### src/rtl/nanosoc_rst_ctrl.sv
// rtl/nanosoc_rst_ctrl.sv - chip-level reset sequencer: power-on and system resets with cause capture
module nanosoc_rst_ctrl #(
  parameter int SYNC_STAGES     = 2,
  parameter int POR_CYCLES      = 64,
  parameter int RST_HOLD_CYCLES = 16,
  parameter int LOCK_TIMEOUT    = 1024
) (
  input  logic       clk_i,
  input  logic       nrst_i,
  input  logic       test_i,
  input  logic       pll_lock_i,
  input  logic       sysresetreq_i,
  input  logic       wdog_rst_req_i,
  input  logic       cause_clr_i,
  output logic       po_nrst_o,
  output logic       sys_nrst_o,
  output logic [3:0] rst_cause_o,
  output logic       rst_busy_o
);

  typedef enum logic [1:0] {
    ST_POR       = 2'd0,
    ST_WAIT_LOCK = 2'd1,
    ST_HOLD      = 2'd2,
    ST_RUN       = 2'd3
  } state_e;

  // One shared counter serves every state; it is cleared on each transition.
  localparam int CNT_MAX_A = (POR_CYCLES > RST_HOLD_CYCLES) ? POR_CYCLES : RST_HOLD_CYCLES;
  localparam int CNT_MAX   = (CNT_MAX_A > LOCK_TIMEOUT) ? CNT_MAX_A : LOCK_TIMEOUT;
  localparam int CNT_W     = $clog2(CNT_MAX + 1);

  localparam logic [CNT_W-1:0] POR_LAST  = CNT_W'(POR_CYCLES - 1);
  localparam logic [CNT_W-1:0] HOLD_LAST = CNT_W'(RST_HOLD_CYCLES - 1);
  localparam logic [CNT_W-1:0] LOCK_LAST = CNT_W'(LOCK_TIMEOUT - 1);
  localparam logic [CNT_W-1:0] CNT_ONE   = CNT_W'(1);

  logic [SYNC_STAGES-1:0] rel_sync_q;
  logic [SYNC_STAGES-1:0] lock_sync_q;
  logic                   rel_s;
  logic                   lock_s;

  state_e           state_q, state_d;
  logic [CNT_W-1:0] cnt_q, cnt_d;
  logic             po_q, po_d;
  logic             sys_q, sys_d;
  logic [3:0]       cause_q, cause_d;
  logic [3:0]       evt;
  logic             req_any;

  // Reset-release and PLL-lock synchronisers; both clear asynchronously with the pad reset.
  always_ff @(posedge clk_i or negedge nrst_i) begin
    if (!nrst_i) begin
      rel_sync_q  <= '0;
      lock_sync_q <= '0;
    end else begin
      rel_sync_q  <= {rel_sync_q[SYNC_STAGES-2:0], 1'b1};
      lock_sync_q <= {lock_sync_q[SYNC_STAGES-2:0], pll_lock_i};
    end
  end

  assign rel_s   = rel_sync_q[SYNC_STAGES-1];
  assign lock_s  = lock_sync_q[SYNC_STAGES-1];
  assign req_any = sysresetreq_i | wdog_rst_req_i;

  // Sequencer state, counter, registered reset levels and sticky cause.
  always_ff @(posedge clk_i or negedge nrst_i) begin
    if (!nrst_i) begin
      state_q <= ST_POR;
      cnt_q   <= '0;
      po_q    <= 1'b0;
      sys_q   <= 1'b0;
      cause_q <= 4'b0001;
    end else begin
      state_q <= state_d;
      cnt_q   <= cnt_d;
      po_q    <= po_d;
      sys_q   <= sys_d;
      cause_q <= cause_d;
    end
  end

  // Next-state, counter and cause-event decode.
  always_comb begin
    state_d = state_q;
    cnt_d   = cnt_q;
    po_d    = po_q;
    sys_d   = sys_q;
    evt     = 4'b0000;
    case (state_q)
      ST_POR: begin
        sys_d = 1'b0;
        if (rel_s) begin
          if (cnt_q == POR_LAST) begin
            state_d = ST_WAIT_LOCK;
            cnt_d   = '0;
            po_d    = 1'b1;
          end else begin
            cnt_d = cnt_q + CNT_ONE;
          end
        end
      end
      ST_WAIT_LOCK: begin
        sys_d = 1'b0;
        if (lock_s) begin
          state_d = ST_HOLD;
          cnt_d   = '0;
        end else if (cnt_q == LOCK_LAST) begin
          evt[3]  = 1'b1;
          state_d = ST_HOLD;
          cnt_d   = '0;
        end else begin
          cnt_d = cnt_q + CNT_ONE;
        end
      end
      ST_HOLD: begin
        sys_d = 1'b0;
        if (cnt_q == HOLD_LAST) begin
          // Counter stays saturated while a request is still asserted.
          if (!req_any) begin
            state_d = ST_RUN;
            cnt_d   = '0;
            sys_d   = 1'b1;
          end
        end else begin
          cnt_d = cnt_q + CNT_ONE;
        end
      end
      ST_RUN: begin
        sys_d  = 1'b1;
        evt[3] = ~lock_s;
        evt[2] = wdog_rst_req_i;
        evt[1] = sysresetreq_i;
        if (!lock_s) begin
          state_d = ST_WAIT_LOCK;
          cnt_d   = '0;
          sys_d   = 1'b0;
        end else if (req_any) begin
          state_d = ST_HOLD;
          cnt_d   = '0;
          sys_d   = 1'b0;
        end
      end
      default: begin
        state_d = ST_POR;
        cnt_d   = '0;
      end
    endcase
    cause_d = cause_clr_i ? evt : (cause_q | evt);
  end

  assign po_nrst_o   = test_i ? nrst_i : po_q;
  assign sys_nrst_o  = test_i ? nrst_i : sys_q;
  assign rst_cause_o = cause_q;
  assign rst_busy_o  = (state_q != ST_RUN);

endmodule

### config.mk
export PLATFORM = sky130hd
export DESIGN_NAME = nanosoc_rst_ctrl
export DESIGN_NICKNAME = d
export VERILOG_FILES = /design/src/rtl/nanosoc_rst_ctrl.sv
export SDC_FILE = /design/constraint.sdc
export NUM_CORES = 1
export LEC_CHECK = 0
export ABC_AREA = 1
export CAP_MARGIN = 5
export CELL_PAD_IN_SITES_DETAIL_PLACEMENT = 0
export CELL_PAD_IN_SITES_GLOBAL_PLACEMENT = 1
export CORE_ASPECT_RATIO = 0.9
export CORE_MARGIN = 2
export CORE_UTILIZATION = 36
export DETAILED_ROUTE_END_ITERATION = 6
export PLACE_DENSITY = 0.78
export SLEW_MARGIN = 15
export SYNTH_ARGS = -nofsm -noshare
export SYNTH_HDL_FRONTEND = slang
export SYNTH_SLANG_ARGS = --single-unit
export TNS_END_PERCENT = 30
### constraint.sdc
create_clock -name clk_i -period 1.5 [get_ports clk_i]
set_clock_uncertainty 0.05 [all_clocks]
set_input_delay 0.15 -clock clk_i [delete_from_list [all_inputs] [get_ports clk_i]]
set_output_delay 0.15 -clock clk_i [all_outputs]
set_load 0.005 [all_outputs]
==> results of run 1 <==
==> worst max-delay path, delay by kind of cell, from the launching register on <==
family | cells | cell delay, ns
AND/OR/NAND/NOR | 3 | 0.36
AO/OA/AOI/OAI | 1 | 0.20
flip-flops | 1 | 0.41
buffers and inverters | 2 | 0.29
adder cells (fa/ha/maj) | 1 | 0.19
==> registers in the layout (all words and copies together) (netlist names) <==
signal       flops
cnt_q           11
lock_sync_q      2
po_q             1
rel_sync_q       2
rst_cause_o      4
state_q          2
sys_q            1
==> cells by family after synthesis <==
group,count (synthesis),share of synthesized area
other cells,1,0.00289
xor+xnor,1,0.00674
compound gates,17,0.0723
simple gates,105,0.357
flops,23,0.444
buf+inv,36,0.107
fa+ha+maj,1,0.00963
==> per-stage QoR <==
step / setup WS, ns / hold slack [ns] / util
floorplan: 0.00857 / -0.196 / -
global placement: -0.148 / 0.286 / 0.507
detailed placement: -0.163 / 0.289 / 0.507
CTS: -0.0619 / 0.261 / 0.580
global route: -0.222 / 0.257 / 0.619
finish: -0.108 / 0.251 / 0.619
==> layer usage <==
layer,track usage,share of wire
met1,0.275,0.48
met2,0.354,0.48
met3,0.0445,0.030
met4,0.0350,0.0051
met5,0,0
==> synthesized netlist by cell type <==
cell type	n
buf_2	1
inv_1	32
ha_1	1
dfrtp_1	22
xor2_1	1
nand3b_1	1
dfstp_2	1
nand3_2	1
nor2_2	1
o21ai_0	6
conb_1	1
o31ai_1	1
nand2_4	1
o41ai_1	1
nand4_1	5
nand3_1	15
nor2_4	1
o22ai_1	2
nor2_1	24
inv_2	2
nand2_2	2
o21ai_1	4
nand2_1	49
a21oi_1	3
nor3_1	5
inv_4	1
==> worst min-delay path by stage <==
stage / start / endpoint / depth (start not counted)
finish: nrst_i / po_q / 2
global route: pll_lock_i / lock_sync_q[0] / 1
CTS: pll_lock_i / lock_sync_q[0] / 1
detailed placement: rel_sync_q[0] / rel_sync_q[1] / 0
global placement: rel_sync_q[0] / rel_sync_q[1] / 0
floorplan: nrst_i / cnt_q[0] / 0
==> report_power, final <==
group | total [W] | switching [W] | internal (W)
clock network | 0.000392 | 0.000206 | 0.000186
logic | 0.000849 | 0.000451 | 0.000398
registers | 0.000875 | 0.000140 | 0.000735
total | 0.00212 | 0.000798 | 0.00132
==> final cells by class <==
class                           count  area [um2]
Clock inverter                      1        5.00
Timing Repair Buffer               60         493
Tap cell                           44        55.1
Inverter                           35         136
Clock buffer                        3        41.3
Multi-Input combinational cell    126         796
Sequential cell                    23         579
Fill cell                         315        1300
==> what timing repair did <==
action                                  in CTS  in global routing
setup buffers                               11                  4
cloned                                       1                  0
resized for setup                           36                 28
endpoints found under the setup margin      18                 14
pin swaps                                    4                 15
hold buffers                                 0                  0
==> results.json, run 1 <==
{
  "grt_setup_unrepaired": "true",
  "die_width_um": 67.3,
  "syn_avg_cell_area_um2": 7.06,
  "tns_ns": -0.914,
  "routed-via-count": 1386,
  "insertion_delay_ns": 0.27,
  "cts_tree": "built",
  "htreeDepth": 1,
  "ios": 14,
  "synth_top_area_frac": 0.424,
  "worstPathArrival_ns": 1.73,
  "p_leak_nw": 1.05,
  "final_nets": 257,
  "finalCritPeriodShare": 1.07,
  "final_cell_mix": "43 x buf_4, 36 x nand2_1, 31 x inv_1, 20 x dfrtp_1, 17 x nor2_1",
  "antenna_cells": 0,
  "ant_nets": 0,
  "die_area_um2": 4100,
  "final_common_cell": "buf_4",
  "grt_max_degree": 24,
  "first_pass_iters": 6,
  "end_kind": "register",
  "rows": 20,
  "grt_usage": 0.206,
  "netlist_top_cells_area": "dfrtp_1 42%, nand2_1 14%, inv_1 9.2%, nor2_1 6.9%, nand3_1 5.8%",
  "routedWlPerCell_um": 12.7,
  "cts_buffers": 3,
  "r2r-start": "cnt_q[1]",
  "grt-ovfl-total": 0,
  "worstPathMaxFanout": 3,
  "worstPathCellList": "ha_4 > nand2_4 > nor2_4 > nand3_4 > buf_6 > buf_4 > o41ai_2",
  "ys_ff_latch": 23,
  "max_freq_mhz": 622,
  "cp.required_ns": 1.62,
  "antenna_found_initial": 0,
  "final_cells": 292,
  "initial_core_util": 0.382,
  "vias_per_cell": 4.75,
  "grt_pass1_wl_um": 6170,
  "report.final.slew_viol_count": 0,
  "place_inst": 273,
  "post_dp_cell_area_um2": 1730,
  "syn-instance-count": 184,
  "drv_cap": 0,
  "synth_top_area_cell": "dfrtp_1",
  "yosysSeqAreaShare": 0.444,
  "hold_path_class": "in2async",
  "min_period_ns": 1.61,
  "port_buffers": 13,
  "clkTransAtPathRegs_ns": 0.09,
  "cts_root_buf": "clkbuf_8",
  "grt_pass1_vias": 1354,
  "cts_buffer_depth": 2,
  "status": "complete, but fails checks",
  "synthToLayoutAreaGrowth_pct": 62.1,
  "power_w": 0.00212,
  "critPathCapture": "po_q",
  "slowest_stage": "dfrtp_1",
  "rrSetupSlack_ns": -0.11,
  "yosysWarningCount": 0,
  "hold_viol": 0,
  "hpwl_um": 2550,
  "netlist_area_um2": 1300,
  "cpPeakStageDelay_ns": 0.41,
  "criticalPathCategory": "reg2reg",
  "clock_sinks": 23,
  "setup_viol": 13,
  "die_y_um": 61.0,
  "cp-startpoint": "cnt_q[1]",
  "startpoint_type": "register",
  "coreArea_um2": 3400,
  "rr_worst_depth": 7,
  "drive_gt1_frac": 0.391,
  "vdd_ir_drop_max_v": 0.000920,
  "reg2reg_to": "po_q",
  "fin_ws_ns": -0.108,
  "fin_area_um2": 2110,
  "synthDistinctLibCells": 26,
  "gp_congestion": 0.810,
  "first_iter_violations": 76,
  "violations": "negative setup slack",
  "wl_um": 3710,
  "synth_fp_nets": 192,
  "drc_errors": 0,
  "power-per-cell-area_nw_per_um2": 1000
}
No activity file was read; power rests on OpenSTA's default activity.
==> inputs of run 2 (changes only) <==
PLACE_DENSITY = 0.73   (was 0.78)
==> run 2 against run 1 <==
Compared with the run above:
- the flow still finishes with violations (negative setup slack)
- hold slack worse by 0.026 ns
- non-clock buffer count unchanged
- sequential power down 1%
- die area unchanged
- critical path type unchanged
- largest cell class unchanged
==> results.json, run 2 (synthesis results as in run 1) <==
{
  "cts_root_buf": "clkbuf_8",
  "grt_setup_unrepaired": "true",
  "met1_length_um": 1690,
  "hold_viol": 0,
  "vdd_ir_drop_max_v": 0.000629,
  "first_pass_iters": 4,
  "grt_usage": 0.192,
  "largest_register_ffs": 11,
  "finalCritPeriodShare": 1.10,
  "final_nets": 257,
  "routed-via-count": 1372,
  "synthToLayoutAreaGrowth_pct": 56.8,
  "post-place-ws_ns": -0.177,
  "holdBufCountCts": 0,
  "end_kind": "register",
  "grt_pass1_wl_um": 5890,
  "power_w": 0.00209,
  "clkTransAtPathRegs_ns": 0.08,
  "cp.required_ns": 1.61,
  "status": "complete, but fails checks",
  "drv_cap": 0,
  "routedWlPerCell_um": 12.3,
  "setup_viol": 15,
  "grt_pass1_vias": 1320,
  "rows": 20,
  "regMostFlops": "cnt_q",
  "die_y_um": 61.0,
  "ios": 14,
  "report.final.slew_viol_count": 0,
  "drc_errors": 0,
  "power-per-cell-area_nw_per_um2": 1020,
  "initial_core_util": 0.382,
  "fin_area_um2": 2040,
  "dr_wl_met3_um": 134,
  "cts_buffers": 3,
  "clock_sinks": 23,
  "insertion_delay_ns": 0.26,
  "drive_gt1_frac": 0.339,
  "gp_congestion": 0.815,
  "cts_tree": "built",
  "antenna_found_initial": 0,
  "worstPathArrival_ns": 1.75,
  "coreArea_um2": 3400,
  "top_layer_used": "met4",
  "worstPathMaxFanout": 3,
  "die_area_um2": 4100,
  "rr_worst_depth": 10,
  "whs_ns": 0.225,
  "violations": "negative setup slack",
  "antenna_cells": 0,
  "startpoint_type": "register",
  "wl_um": 3590,
  "ant_nets": 0,
  "route.met2.wl_um": 1750,
  "tns_ns": -1.46,
  "fin_ws_ns": -0.145,
  "hold_path_class": "in2async",
  "grt-ovfl-total": 0,
  "criticalPathCategory": "reg2reg",
  "cts_buffer_depth": 2,
  "post_dp_cell_area_um2": 1730,
  "grt_max_degree": 24,
  "die_width_um": 67.3,
  "min_period_ns": 1.64,
  "htreeDepth": 1,
  "vias_per_cell": 4.70,
  "port_buffers": 13,
  "max_freq_mhz": 608,
  "final_cell_mix": "45 x buf_4, 42 x nand2_1, 31 x inv_1, 21 x dfrtp_1, 18 x nor2_1",
  "hpwl_um": 2390,
  "final_common_cell": "buf_4",
  "p_leak_nw": 1.02,
  "first_iter_violations": 66
}
## run 2: per-stage QoR
stage / util / std cells
final: 0.599 / 292
after global routing: 0.599 / 292
after CTS: 0.581 / 291
after detailed placement: 0.510 / 274
after global placement: 0.510 / 274
after floorplan: - / 184
## run 2: final timing paths
check                      slack (ns)          start        endpoint
setup / recovery                -0.14       cnt_q[0]        cnt_q[1]
hold / removal                   0.22         nrst_i            po_q
setup reg to reg                -0.14       cnt_q[0]        cnt_q[1]
hold reg to reg                  0.31  rel_sync_q[0]   rel_sync_q[1]
max in group asynchronous        0.89         nrst_i  rst_cause_o[0]
min in group clk_i               0.27     pll_lock_i  lock_sync_q[0]
## run 2: repair_timing
| action | in CTS | in global routing |
|---|---|---|
| pin swaps | 5 | 10 |
| gates cloned | 1 | 0 |
| resized for setup | 29 | 14 |
| endpoints found under the setup margin | 17 | 16 |
| buffers inserted | 12 | 1 |
## run 2: critical path: stages, from the launching register on
cell,delay (ns)
dfrtp_1,0.41
ha_4,0.19
nand3_4,0.11
nor2_4,0.19
nand2_2,0.09
nand2_2,0.09
nand2_1,0.07
inv_2,0.11
nand2_1,0.11
nand3_1,0.08
nand2_1,0.05
## run 2: power by group
part / internal (W) / switching, W / total [W]
Sequential: 0.000735 / 0.000128 / 0.000863
Clock: 0.000189 / 0.000194 / 0.000383
Combinational: 0.000401 / 0.000438 / 0.000839
Total: 0.00133 / 0.000760 / 0.00209
## run 2: routing by layer
layer / track usage / up-vias
met1: 0.259 / 633
li1: - / 714
met5: 0 / -
met4: 0.0350 / 0
met3: 0.0278 / 2
met2: 0.334 / 23
## run 2: area by class of cell
cell class	instances	area, um2
inverters	35	134
multi-input cells	126	738
repair buffers	60	487
fillers	333	1370
flip-flops and latches	23	578
well taps	44	55.1
clock buffers	4	45.0
